### config.mk
export PLATFORM = sky130hd
export DESIGN_NAME = dmem_arbiter
export DESIGN_NICKNAME = d
export VERILOG_FILES = /design/src/rtl/dmem_arb_pkg.sv /design/src/rtl/rr_arbiter2.sv /design/src/rtl/dmem_arbiter.sv
export SDC_FILE = /design/constraint.sdc
export NUM_CORES = 1
export LEC_CHECK = 0
export CAP_MARGIN = 0
export CORE_AREA = 4 4 114 116
export DETAILED_ROUTE_END_ITERATION = 10
export DIE_AREA = 0 0 118 120
export GPL_TIMING_DRIVEN = 1
export PLACE_DENSITY = 0.84
export SYNTH_ARGS = -nofsm -noshare
export SYNTH_HDL_FRONTEND = slang
export SYNTH_HIERARCHICAL = 1
export SYNTH_SLANG_ARGS = --single-unit
export TNS_END_PERCENT = 30
### constraint.sdc
create_clock -name i_clk -period 3.05 [get_ports i_clk]
set_clock_uncertainty 0.2 [all_clocks]
set_input_delay 0.61 -clock i_clk [delete_from_list [all_inputs] [get_ports i_clk]]
set_output_delay 0.61 -clock i_clk [all_outputs]
set_load 0.02 [all_outputs]
### src/rtl/dmem_arb_pkg.sv
// Shared types for the data-memory arbiter.
//   state_e  : arbiter FSM states (IDLE, ACC_CPU, ACC_IO)
//   req_id_e : requester identity, used for round-robin history
package dmem_arb_pkg;

   typedef enum logic [1:0] {
      IDLE    = 2'd0,
      ACC_CPU = 2'd1,
      ACC_IO  = 2'd2
   } state_e;

   typedef enum logic {
      REQ_CPU = 1'b0,
      REQ_IO  = 1'b1
   } req_id_e;

endpackage

### src/rtl/rr_arbiter2.sv
// Two-way round-robin selector.
//   i_req_cpu, i_req_io : candidate request bits
//   i_last_gnt          : requester served most recently
//   o_valid             : at least one candidate present
//   o_sel               : chosen requester (meaningful only when o_valid)
module rr_arbiter2
   import dmem_arb_pkg::*;
(
   input  logic    i_req_cpu,
   input  logic    i_req_io,
   input  req_id_e i_last_gnt,
   output logic    o_valid,
   output req_id_e o_sel
);

   always_comb begin
      o_valid = i_req_cpu | i_req_io;
      o_sel   = REQ_CPU;
      if (i_req_cpu && i_req_io) begin
         // Tie goes to whoever was not served last.
         o_sel = (i_last_gnt == REQ_CPU) ? REQ_IO : REQ_CPU;
      end else if (i_req_io) begin
         o_sel = REQ_IO;
      end
   end

endmodule

### src/rtl/dmem_arbiter.sv
// Arbitrates a single-port data memory between a CPU and an IO/DMA requester.
//   i_clk, i_reset              : clock, synchronous active-low reset
//   i_cpu_* / o_cpu_*           : CPU request, grant and read-return channel
//   i_io_*  / o_io_*            : IO/DMA request, grant and read-return channel
//   o_mem_we/addr/wdata         : memory command, driven in the grant cycle
//   i_mem_rdata                 : combinational memory read data
// A request sampled in one cycle is granted the next; read data returns the
// cycle after the grant from a per-requester register.
module dmem_arbiter
   import dmem_arb_pkg::*;
#(
   parameter int unsigned WIDTH = 32
) (
   input  logic             i_clk,
   input  logic             i_reset,
   input  logic             i_cpu_req,
   input  logic             i_cpu_we,
   input  logic [WIDTH-1:0] i_cpu_addr,
   input  logic [WIDTH-1:0] i_cpu_wdata,
   output logic             o_cpu_gnt,
   output logic             o_cpu_rvalid,
   output logic [WIDTH-1:0] o_cpu_rdata,
   input  logic             i_io_req,
   input  logic             i_io_we,
   input  logic [WIDTH-1:0] i_io_addr,
   input  logic [WIDTH-1:0] i_io_wdata,
   output logic             o_io_gnt,
   output logic             o_io_rvalid,
   output logic [WIDTH-1:0] o_io_rdata,
   output logic             o_mem_we,
   output logic [WIDTH-1:0] o_mem_addr,
   output logic [WIDTH-1:0] o_mem_wdata,
   input  logic [WIDTH-1:0] i_mem_rdata
);

   state_e           r_state;
   state_e           w_state_next;
   req_id_e          r_last_gnt;
   logic             r_cpu_rvalid;
   logic             r_io_rvalid;
   logic [WIDTH-1:0] r_cpu_rdata;
   logic [WIDTH-1:0] r_io_rdata;

   logic             w_cpu_served;
   logic             w_io_served;
   logic             w_arb_cpu;
   logic             w_arb_io;
   logic             w_arb_valid;
   req_id_e          w_arb_sel;

   // An access happens only if the scheduled requester still holds its
   // request; a request dropped before its grant cycle is discarded. Reset
   // low also kills the access so no write can slip through.
   assign w_cpu_served = (r_state == ACC_CPU) && i_cpu_req && i_reset;
   assign w_io_served  = (r_state == ACC_IO)  && i_io_req  && i_reset;

   // The requester occupying the current cycle sits out arbitration, so a
   // held request from it cannot be granted twice for one access.
   assign w_arb_cpu = i_cpu_req && (r_state != ACC_CPU);
   assign w_arb_io  = i_io_req  && (r_state != ACC_IO);

   rr_arbiter2 u_rr_arbiter2 (
      .i_req_cpu  (w_arb_cpu),
      .i_req_io   (w_arb_io),
      .i_last_gnt (r_last_gnt),
      .o_valid    (w_arb_valid),
      .o_sel      (w_arb_sel)
   );

   always_comb begin
      w_state_next = IDLE;
      if (w_arb_valid) begin
         w_state_next = (w_arb_sel == REQ_CPU) ? ACC_CPU : ACC_IO;
      end
   end

   always_ff @(posedge i_clk) begin
      if (!i_reset) begin
         r_state      <= IDLE;
         r_last_gnt   <= REQ_IO;
         r_cpu_rvalid <= 1'b0;
         r_io_rvalid  <= 1'b0;
         r_cpu_rdata  <= '0;
         r_io_rdata   <= '0;
      end else begin
         r_state      <= w_state_next;
         r_cpu_rvalid <= w_cpu_served && !i_cpu_we;
         r_io_rvalid  <= w_io_served && !i_io_we;
         if (w_cpu_served) begin
            r_last_gnt <= REQ_CPU;
         end else if (w_io_served) begin
            r_last_gnt <= REQ_IO;
         end
         if (w_cpu_served && !i_cpu_we) begin
            r_cpu_rdata <= i_mem_rdata;
         end
         if (w_io_served && !i_io_we) begin
            r_io_rdata <= i_mem_rdata;
         end
      end
   end

   always_comb begin
      o_mem_we    = 1'b0;
      o_mem_addr  = '0;
      o_mem_wdata = '0;
      if (w_cpu_served) begin
         o_mem_we    = i_cpu_we;
         o_mem_addr  = i_cpu_addr;
         o_mem_wdata = i_cpu_wdata;
      end else if (w_io_served) begin
         o_mem_we    = i_io_we;
         o_mem_addr  = i_io_addr;
         o_mem_wdata = i_io_wdata;
      end
   end

   assign o_cpu_gnt    = w_cpu_served;
   assign o_io_gnt     = w_io_served;
   assign o_cpu_rvalid = r_cpu_rvalid;
   assign o_io_rvalid  = r_io_rvalid;
   assign o_cpu_rdata  = r_cpu_rdata;
   assign o_io_rdata   = r_io_rdata;

endmodule
==> summary.txt, run 1 <==
Run status
  – Outcome: finished clean

Placement
  – Port Buffers: 298
  – HPWL Detailed: 11,600 um
  – Place WS: -209 ps
  – Dpl cells: 767
  – Gpl congestion: 0.939

Clock network
  – Setup bufs post-CTS: 0
  – Clock Path Buffers: 2
  – CTS buffer count: 9
  – Post_cts resized: 66
  – Root buf cell: clkbuf_16
  – CTS sink count: 69
  – Clock-pin transition on the worst setup and hold timing paths: around 50 ps
  – CTS Hold Bufs: 0
  – Skew-Pair Late Insertion Delay: 320 ps
  – H-tree depth: 3
  – CTS tree: done

Synthesis
  – Yosys reg bits: 69
  – Count of unique library cells instantiated by Yosys: 23
  – Post-synthesis sequential area ratio: 0.415
  – Synthesized cell area: 3330 um2
  – Syn Area/Cell: approximately 9.6 um2
  – Main synth FF type: dfxtp_1
  – Top cells by area, synth: dfxtp_1 42%, mux2i_1 19%, a22o_1 17%, nand2_1 11%, buf_6 3.7%
  – Cells after Synth: 348
  – Post-synth EDFFs: 0
  – Yosys top cell by area: dfxtp_1
  – Most instantiated cells after synthesis: 97 x nand2_1, 69 x dfxtp_1, 65 x a22o_1
  – Asr flop ratio synth: 0
  – Synth warn: 6
  – Synth top area share: 0.415
  – Most frequent cell after synthesis: nand2_1
  – Synth Net Count: 514

Drt
  – Detailed-route via count: about 3,800
  – DR pass1 iterations: 4
  – Post-Route WL: approximately 15,000 um
  – Initial DRC count: between 150 and 200
  – DR WL/cell: 19.0 um
  – DRC: 0
  – DRT antenna net count: 0
  – DR vias/cell: 4.84

Setup path
  – Crit-path max FO: 38
  – Startpoint Class: input port
  – Slowest stage delay, CP: between 400 and 500 ps
  – Critical Path RT: 2240 ps
  – Worst path cell trace: clkdlybuf4s50_1, and4b_2, buf_12, a22o_1, dlygate4sd2_1
  – Path depth of the worst reg2reg path: 3
  – Worst EP arrival: 2170 ps
  – CP max stage cell: clkdlybuf4s50_1
  – Endpoint class of the critical path: output pin
  – CP Class: in2out

Timing
  – RSZ-0062 raised after global routing: false
  – Crit share post-route: 0.975
  – Max-slew violations: 0
  – WHS: 254 ps
  – Fmax: approximately 340 MHz
  – Crit path time final: 2980 ps
  – Final hold vios: 0
  – Slew HR: 0.375
  – Setup ws final: 74.8 ps
  – Setup violations, final: 0
  – Worst Tran Pin Value: 938 ps

Power
  – Leak pwr: 2.95 nW
  – Peak supply drop: 0.000363 V
  – Pint: 1.97 mW
  – P_sw: just under 0.6 mW
  – PnR Total Power: about 2.6 mW
  – Sequential share of power: 0.365
  – Switching share of power: 0.229
  – Clk pwr share: 0.450
  – Gate power share: 0.185
  – Power density over the cells: between 300 and 400 nW/um2

Final layout
  – Fin nets: 797
  – Layout Cells excl Fill: around 780
  – FF+latch area: 1380 um2
  – Share of post-route cells with drive strength above 1: 0.0503
  – Number of fill cells: 1,035
  – Final core utilization: 0.558
  – Ant diodes: 0
  – Layout area overhead: 100%
  – Area occupied by multi-input gates: roughly 1700 um2

Die
  – IO Pins: 299
  – Core area: between 10,000 and 15,000 um2
  – Initial Util: 0.279
  – Rows: 40
  – Die height: about 120 um
  – Die area: 14,200 um2
  – Die width: 118 um

Global route
  – Largest net degree at the start of global routing: 100
  – Number of antenna violations at the first check in global routing: 0
  – First-pass GRT wire length: 22,200 um
  – Vias in the first global route: 3,855
  – Total GRT Usage: 0.199
  – Overflow after GRT: 0

Hold path
  – Min-Delay Path Class: reg2reg
  – Hold Path Depth: 2

Run
  – Max-cap violations: 0
[worst max-delay path, delay by kind of cell]
family | cells | cell delay, ps
buf+inv | 3 | 1060
compound gates | 1 | 180
simple gates | 1 | 300
[layer usage]
metal  track usage  up-vias  part of all wire
met5             0        -                 0
met4        0.0916        0             0.033
met3        0.0679       32             0.085
met2         0.326      194              0.48
met1         0.234     1765              0.40
li1              -     1797                 -
[state kept, by name (all words and copies together) (netlist names)]
signal / cells
o_cpu_rvalid: 1
r_last_gnt: 1
r_state: 2
o_cpu_rdata: 32
o_io_rvalid: 1
o_io_rdata: 32
[metrics by stage]
step / instance area (um2) / setup TNS, ps
2_1_floorplan: 3330 / 0
3_3_place_gp: 6390 / -7830
3_5_place_dp: 6390 / -9960
4_1_cts: 6650 / 0
5_1_grt: 6650 / 0
6_report: 6650 / 0
[cells in the final DEF, fill, tap and decap left out, types with 2 or more instances in the layout]
cell type        count
clkdlybuf4s50_1    230
buf_4                5
nand2_1             97
dfxtp_1             69
mux2i_1             64
nor2b_1              2
clkbuf_8             2
dlygate4sd2_1       65
buf_12               5
inv_1                2
a22o_1              65
clkbuf_16            9
bufinv_16            2
and4b_2              2
[layout make-up]
cell class                 count  share of cell area
timing repair buffer         307               0.455
multi-input combinational    242               0.258
sequential                    69               0.208
clock buffer                  11              0.0380
tap                          147              0.0277
clock inverter                 5              0.0122
inverter                       2             0.00113
[final timing paths]
check	endpoint	slack [ps]	start
worst max-delay path	o_mem_addr[16]	70	i_cpu_req
worst max register to register	o_io_rdata[24]	1480	r_state[0]
worst min-delay path	o_io_rdata[8]	250	o_io_rdata[8]
worst min register to register	o_io_rdata[8]	250	o_io_rdata[8]
[power by group through the flow]
stage / clock [mW] / sequential, mW / combinational, mW
after floorplan: 0 / 0.968 / 0.146
after CTS: 1.18 / 0.932 / 0.477
after global placement: 0 / 0.950 / 0.485
after detailed placement: 0 / 0.951 / 0.491
final: 1.15 / 0.932 / 0.474
after global routing: 1.22 / 0.934 / 0.499
[logic make-up (layout without fill, tap and decap cells)]
logic type      after synthesis  count (layout)  share of synthesized area
compound gates               69              69                      0.181
buf+inv                      37             325                     0.0745
flops                        69              69                      0.415
mux                          64              64                      0.193
simple gates                109             109                      0.137
No activity file was read; power rests on OpenSTA's default activity.
==> inputs of run 2 (changes only) <==
- CORE_AREA: 4 4 114 116 -> 2 2 115 117
- DIE_AREA: 0 0 118 120 -> 0 0 117 119
- PLACE_DENSITY: 0.84 -> 0.81
- RECOVER_POWER: unset -> 100
==> run 2 against run 1 <==
  * Total power down 3.2%
  * Via count fell by 1.1%
  * Combinational power about the same
  * Sequential cell count unchanged
  * Register-to-register slack worse by 650 ps
  * Worst setup slack got worse by 44 ps
  * Sequential power hardly changed
  * Clock power is 7% lower
  * Non-clock buffer count did not move
  * Utilization is 4.1 points lower
  * Largest cell class unchanged
==> summary.txt, run 2 (synthesized netlist as in run 1, its figures left out) <==
Run status
  – Outcome: finished clean

Setup path
  – Worst EP arrival: 2210 ps (+40 ps)
  – CP Class: in2out
  – CP max stage cell: clkdlybuf4s50_1
  – Crit-path max FO: 40 (+5.3%)
  – Reg-to-Reg Start: r_state[0]
  – Path depth of the worst reg2reg path: 3 (unchanged)
  – Endpoint class of the critical path: output pin
  – Critical Path Start: i_cpu_req
  – Startpoint Class: input port
  – Worst path cell trace: clkdlybuf4s50_1, and4b_2, buf_12, a22o_1, dlygate4sd2_1
  – Slowest stage delay, CP: 480 ps (about the same)
  – Critical Path RT: 2240 ps (about the same)

Timing
  – Crit path time final: 3020 ps (+44.2 ps)
  – RSZ-0062 raised after global routing: false
  – Worst Tran Pin Value: 1140 ps (+204 ps)
  – Setup violations, final: 0 (unchanged)
  – Final hold vios: 0 (unchanged)
  – Max-slew violations: 0 (unchanged)
  – Fmax: 331 MHz (-1.5%)
  – Slew HR: 0.239 (-0.136)
  – Crit share post-route: 0.990 (+0.0145)

Clock network
  – Clock Path Buffers: 2 (unchanged)
  – CTS tree: done
  – Skew-Pair Late Insertion Delay: 320 ps (about the same)
  – CTS sink count: 69 (unchanged)
  – CTS Hold Bufs: 0 (unchanged)
  – Setup bufs post-CTS: 0 (unchanged)
  – Root buf cell: clkbuf_16
  – CTS buffer count: 9 (unchanged)
  – H-tree depth: 3 (unchanged)
  – Clock-pin transition on the worst setup and hold timing paths: 50 ps (about the same)

Final layout
  – Ant diodes: 0 (unchanged)
  – Share of post-route cells with drive strength above 1: 0.0456 (-0.00472)
  – Final Cell Area: 6660 um2 (+0.11%)
  – Most common cell after layout, fill and taps aside: clkdlybuf4s50_1
  – Most frequent cells in the layout: 163 x clkdlybuf4s50_1, 97 x nand2_1, 69 x dfxtp_1, 67 x dlygate4sd3_1, 65 x a22o_1
  – Layout area overhead: 100%
  – Fin nets: 797 (unchanged)
  – Final core utilization: 0.517 (-0.0412)

Drt
  – DR WL/cell: 17.6 um (-7.5%)
  – DR vias/cell: 4.61 (-4.7%)
  – DR pass1 iterations: 4 (unchanged)
  – Post-Route WL: 14,300 um (-4.1%)
  – Initial DRC count: 119 (-36%)
  – DRT antenna net count: 0 (unchanged)
  – Detailed-route via count: 3,745 (-1.1%)
  – DRC: 0 (unchanged)

Die
  – Initial Util: 0.258 (-0.0209)
  – Die area: 13,900 um2 (-1.7%)
  – Die width: 117 um (-0.85%)
  – Die height: 119 um (-0.83%)
  – IO Pins: 299 (unchanged)
  – Core area: 12,900 um2 (+8.1%)
  – Rows: 42 (+5.0%)

Global route
  – Number of antenna violations at the first check in global routing: 0 (unchanged)
  – First-pass GRT wire length: 20,400 um (-8.1%)
  – Total GRT Usage: 0.193 (-0.00503)
  – Overflow after GRT: 0 (unchanged)
  – Vias in the first global route: 3,788 (-1.7%)
  – Largest net degree at the start of global routing: 98 (-2.0%)

Power
  – Peak supply drop: 0.000333 V (-8.3%)
  – Leak pwr: 3.13 nW (+6.0%)
  – Power density over the cells: 372 nW/um2 (-3.3%)

Hold path
  – Min-Delay Path Class: reg2reg
  – HP Start: o_io_rdata[28]
  – Hold Path Depth: 2 (unchanged)

Placement
  – HPWL Detailed: 11,100 um (-4.4%)
  – Gpl congestion: 0.876 (-6.7%)
  – Placed instance area: 6490 um2 (+1.6%)
  – Port Buffers: 298 (unchanged)

Run
  – Max-cap violations: 0 (unchanged)
run 2: changes by cell type in the layout (fill, tap and decap cells not counted), sizes merged, moves of 2 or more:
| cell | delta |
|---|---|
| clkdlybuf4s50 | -67 |
| dlygate4sd3 | +67 |
| clkbuf | +9 |
| dlygate4sd2 | -6 |
| buf | -3 |
| clkdlybuf4s15 | +2 |
run 2: per-stage QoR:
step | hold slack (ps) | instances | worst slack, ps | power (mW) | setup TNS (ps)
2_1_floorplan | 288 | 348 | 685 | 1.11 | 0
3_3_place_gp | 242 | 796 | -218 | 1.45 | -7940
3_5_place_dp | 252 | 796 | -254 | 1.45 | -8780
4_1_cts | 260 | 812 | 16.0 | 2.52 | 0
5_1_grt | 270 | 812 | 2.57 | 2.58 | 0
6_report | 255 | 812 | 30.6 | 2.47 | 0
run 2: path summary, 6_finish.rpt:
| kind | slack, ps | endpoint |
|---|---|---|
| worst min-delay path | 250 | o_io_rdata[28] |
| worst max-delay path | 30 | o_mem_wdata[12] |
| worst max register to register | 830 | o_io_rdata[4] |
| worst min register to register | 250 | o_io_rdata[28] |
run 2: cell type report:
| class | instances | area [um2] |
|---|---|---|
| fillers | 1187 | 6220 |
| inverters | 2 | 7.51 |
| well taps | 176 | 220 |
| multi-input cells | 242 | 1730 |
| clock buffers | 13 | 270 |
| repair buffers | 307 | 3010 |
| flip-flops and latches | 69 | 1380 |
| clock inverters | 3 | 42.5 |
run 2: what timing repair did:
action / CTS / global route
cloned: 0 / 0
endpoints found under the setup margin: 61 / 2
resized for setup: 61 / 2
run 2: where the power goes:
group          leakage (nW)  switching, mW  internal (mW)
combinational          2.42          0.189          0.284
sequential            0.558         0.0119          0.920
clock                 0.152          0.371          0.698
run 2: routing by layer:
layer	vias to the layer above	part of all wire	GRT usage
met5	-	0	0
met4	0	0.022	0.0618
met3	23	0.11	0.0774
met2	174	0.44	0.310
met1	1739	0.43	0.235
li1	1809	-	-
run 2: worst max-delay path, delay by kind of cell:
family	cells	cell delay, ps
buf+inv	3	1060
simple gates	1	300
compound gates	1	220
==> inputs of run 3 (changes only) <==
- CELL_PAD_IN_SITES_DETAIL_PLACEMENT: unset -> 0
- CELL_PAD_IN_SITES_GLOBAL_PLACEMENT: unset -> 1
- CORE_AREA: 2 2 115 117 -> unset
- CORE_MARGIN: unset -> 2
- CORE_UTILIZATION: unset -> 23
- DIE_AREA: 0 0 117 119 -> unset
- PLACE_DENSITY: 0.81 -> 0.95
==> run 3 against run 2 <==
  * The run now ends with max-capacitance violations, max-slew violations left
  * Worst hold slack worse by 1.7 ps
  * Non-clock buffer count stayed put
  * Final cell count is 0.12% higher
  * Sequential cell count stayed put
  * Worst setup slack better by 28 ps
  * Die area is 11% higher
  * Critical path depth stayed put
  * Total power is 3.3% lower
==> summary.txt, run 3 (synthesized netlist as in run 1, its figures left out) <==
Drt
  – DR vias/cell: 4.64 (+0.65%)
  – Post-Route WL: 14,600 um (+2.2%)
  – DRT antenna net count: 0 (unchanged)
  – Detailed-route via count: 3,774 (+0.77%)
  – Initial DRC count: 104 (-13%)
  – DR WL/cell: 17.9 um (+2.1%)
  – DR pass1 iterations: 4 (unchanged)
  – DRC: 0 (unchanged)

Final layout
  – Final Cell Area: 6640 um2 (-0.32%)
  – Most frequent cells in the layout: 164 x clkdlybuf4s50_1, 97 x nand2_1, 69 x dfxtp_1, 66 x dlygate4sd3_1, 65 x a22o_1
  – Fin nets: 797 (unchanged)
  – Most common cell after layout, fill and taps aside: clkdlybuf4s50_1
  – Number of fill cells: 1,346 (+13%)
  – Share of post-route cells with drive strength above 1: 0.0427 (-0.00288)
  – Layout area overhead: 99.6%

Clock network
  – H-tree depth: 3 (unchanged)
  – CTS buffer count: 9 (unchanged)
  – CTS Hold Bufs: 0 (unchanged)
  – Skew-Pair Late Insertion Delay: 320 ps (about the same)
  – CTS tree: done
  – Clock Path Buffers: 2 (unchanged)
  – CTS sink count: 69 (unchanged)
  – Root buf cell: clkbuf_16
  – Clock-pin transition on the worst setup and hold timing paths: 50 ps (about the same)

Setup path
  – Critical Path Start: i_cpu_req
  – Reg-to-Reg Start: r_state[0]
  – Worst Path Buf+Inv: 3 (unchanged)
  – Worst path cell trace: clkdlybuf4s50_1, and4b_2, buf_12, a22o_1, clkdlybuf4s15_1
  – Startpoint Class: input port
  – CP max stage cell: clkdlybuf4s50_1
  – Top Family by Delay on Critical Path: buffers and inverters
  – Endpoint class of the critical path: output pin
  – Slowest stage delay, CP: 480 ps (about the same)
  – Crit-path max FO: 43 (+7.5%)
  – CP Class: in2out
  – Critical Path RT: 2240 ps (about the same)
  – Worst EP arrival: 2180 ps (-30 ps)

Global route
  – Total GRT Usage: 0.181 (-0.0121)
  – Largest net degree at the start of global routing: 100 (+2.0%)
  – Overflow after GRT: 0 (unchanged)
  – Vias in the first global route: 3,922 (+3.5%)
  – Number of antenna violations at the first check in global routing: 0 (unchanged)
  – First-pass GRT wire length: 22,300 um (+9.3%)

Die
  – Die area: 15,400 um2 (+11%)
  – Die height: 124 um (+4.4%)
  – Rows: 43 (+2.4%)
  – Initial Util: 0.238 (-0.0206)
  – Core area: 14,000 um2 (+8.6%)
  – Die width: 124 um (+6.2%)
  – IO Pins: 299 (unchanged)

Power
  – Sequential share of power: 0.390 (+0.013)
  – Switching share of power: 0.231 (-0.000319)
  – Gate power share: 0.196 (+0.005)
  – Pint: 1.84 mW (-3.3%)
  – P_sw: 0.553 mW (-3.5%)
  – PnR Total Power: 2.39 mW (-3.3%)
  – Leak pwr: 3.12 nW (-0.19%)
  – Power density over the cells: 360 nW/um2 (-3.0%)
  – Clk pwr share: 0.414 (-0.018)
  – Peak supply drop: 0.000260 V (-22%)

Placement
  – Gpl congestion: 0.911 (+4.0%)
  – Port Buffers: 298 (unchanged)
  – Place WS: -214 ps (+39.6 ps)
  – Placed instance area: 6440 um2 (-0.79%)
  – HPWL Detailed: 11,400 um (+2.5%)

Run status
  – Failing checks: max-capacitance violations, max-slew violations
  – Outcome: finished with violations

Timing
  – Worst Tran Pin Value: 1790 ps (+647 ps)
  – Fmax: 334 MHz (+0.95%)
  – Max-slew violations: 100 (+100)
  – Final hold vios: 0 (unchanged)
  – Slew HR: -0.193 (-0.431)
  – Crit share post-route: 0.981 (-0.00932)
  – Setup ws final: 59.0 ps (+28.4 ps)
  – Setup violations, final: 0 (unchanged)
  – RSZ-0062 raised after global routing: false
  – WHS: 253 ps (-1.67 ps)
  – Crit path time final: 2990 ps (-28.4 ps)

Hold path
  – HP Start: o_io_rdata[26]
  – Min-Delay Path Class: reg2reg

Run
  – Max-cap violations: 1 (+1)
run 3: changes by cell type in the layout (fill, tap and decap cells not counted), moves of 2 or more:
cell and change:
clkbuf_1 -4, buf_4 +2, clkbuf_8 -2, clkdlybuf4s15_1 +2
run 3: area by class of cell:
cell class | instances | area [um2] | share of cell area
well taps | 180 | 225 | 0.0339
flip-flops and latches | 69 | 1380 | 0.208
multi-input cells | 242 | 1720 | 0.259
clock inverters | 2 | 37.5 | 0.00566
repair buffers | 307 | 3030 | 0.456
clock buffers | 10 | 239 | 0.0360
diodes | 1 | 2.50 | 0.000377
inverters | 2 | 7.51 | 0.00113
run 3: metal layers:
| layer | GRT usage | part of all wire | wire length (um) | vias up |
|---|---|---|---|---|
| met5 | 0 | 0 | 0 | - |
| met1 | 0.213 | 0.41 | 5990 | 1788 |
| met4 | 0.0641 | 0.019 | 276 | 0 |
| met3 | 0.0602 | 0.087 | 1280 | 16 |
| met2 | 0.308 | 0.48 | 7050 | 179 |
| li1 | - | - | - | 1791 |
run 3: worst reg2reg max path, delay by kind of cell (launching register included):
kind / cells / cell delay [ps]
multiplexers: 1 / 260
flip-flops: 1 / 400
AND/OR/NAND/NOR: 1 / 370
buffers and inverters: 1 / 300
run 3: what timing repair did:
| action | 4_1_cts | 5_1_grt |
|---|---|---|
| gates resized for setup | 63 | 4 |
| endpoints found under the setup margin | 63 | 4 |
| buffers inserted | 0 | 0 |
| pin swaps | 0 | 0 |
run 3: power groups by stage:
stage               registers (mW)  logic (mW)  clock network (mW)
finish                       0.933       0.470               0.990
global route                 0.934       0.498                1.06
CTS                          0.933       0.479                1.02
detailed placement           0.952       0.493                   0
global placement             0.951       0.489                   0
floorplan                    0.968       0.146                   0
run 3: worst paths after layout:
path | slack [ps] | cells past startpoint | endpoint
worst max-delay path | 60 | 5 | o_mem_wdata[0]
worst min-delay path | 250 | 2 | o_io_rdata[26]
worst max register to register | 1450 | 3 | o_io_rdata[25]
worst min register to register | 250 | 2 | o_io_rdata[26]
run 3: stage by stage:
stage          TNS [ps]  utilization  cells
2_1_floorplan         0            -    348
3_3_place_gp      -8770        0.461    800
3_5_place_dp      -9100        0.461    800
4_1_cts               0        0.475    812
5_1_grt               0        0.474    812
6_report              0        0.475    813
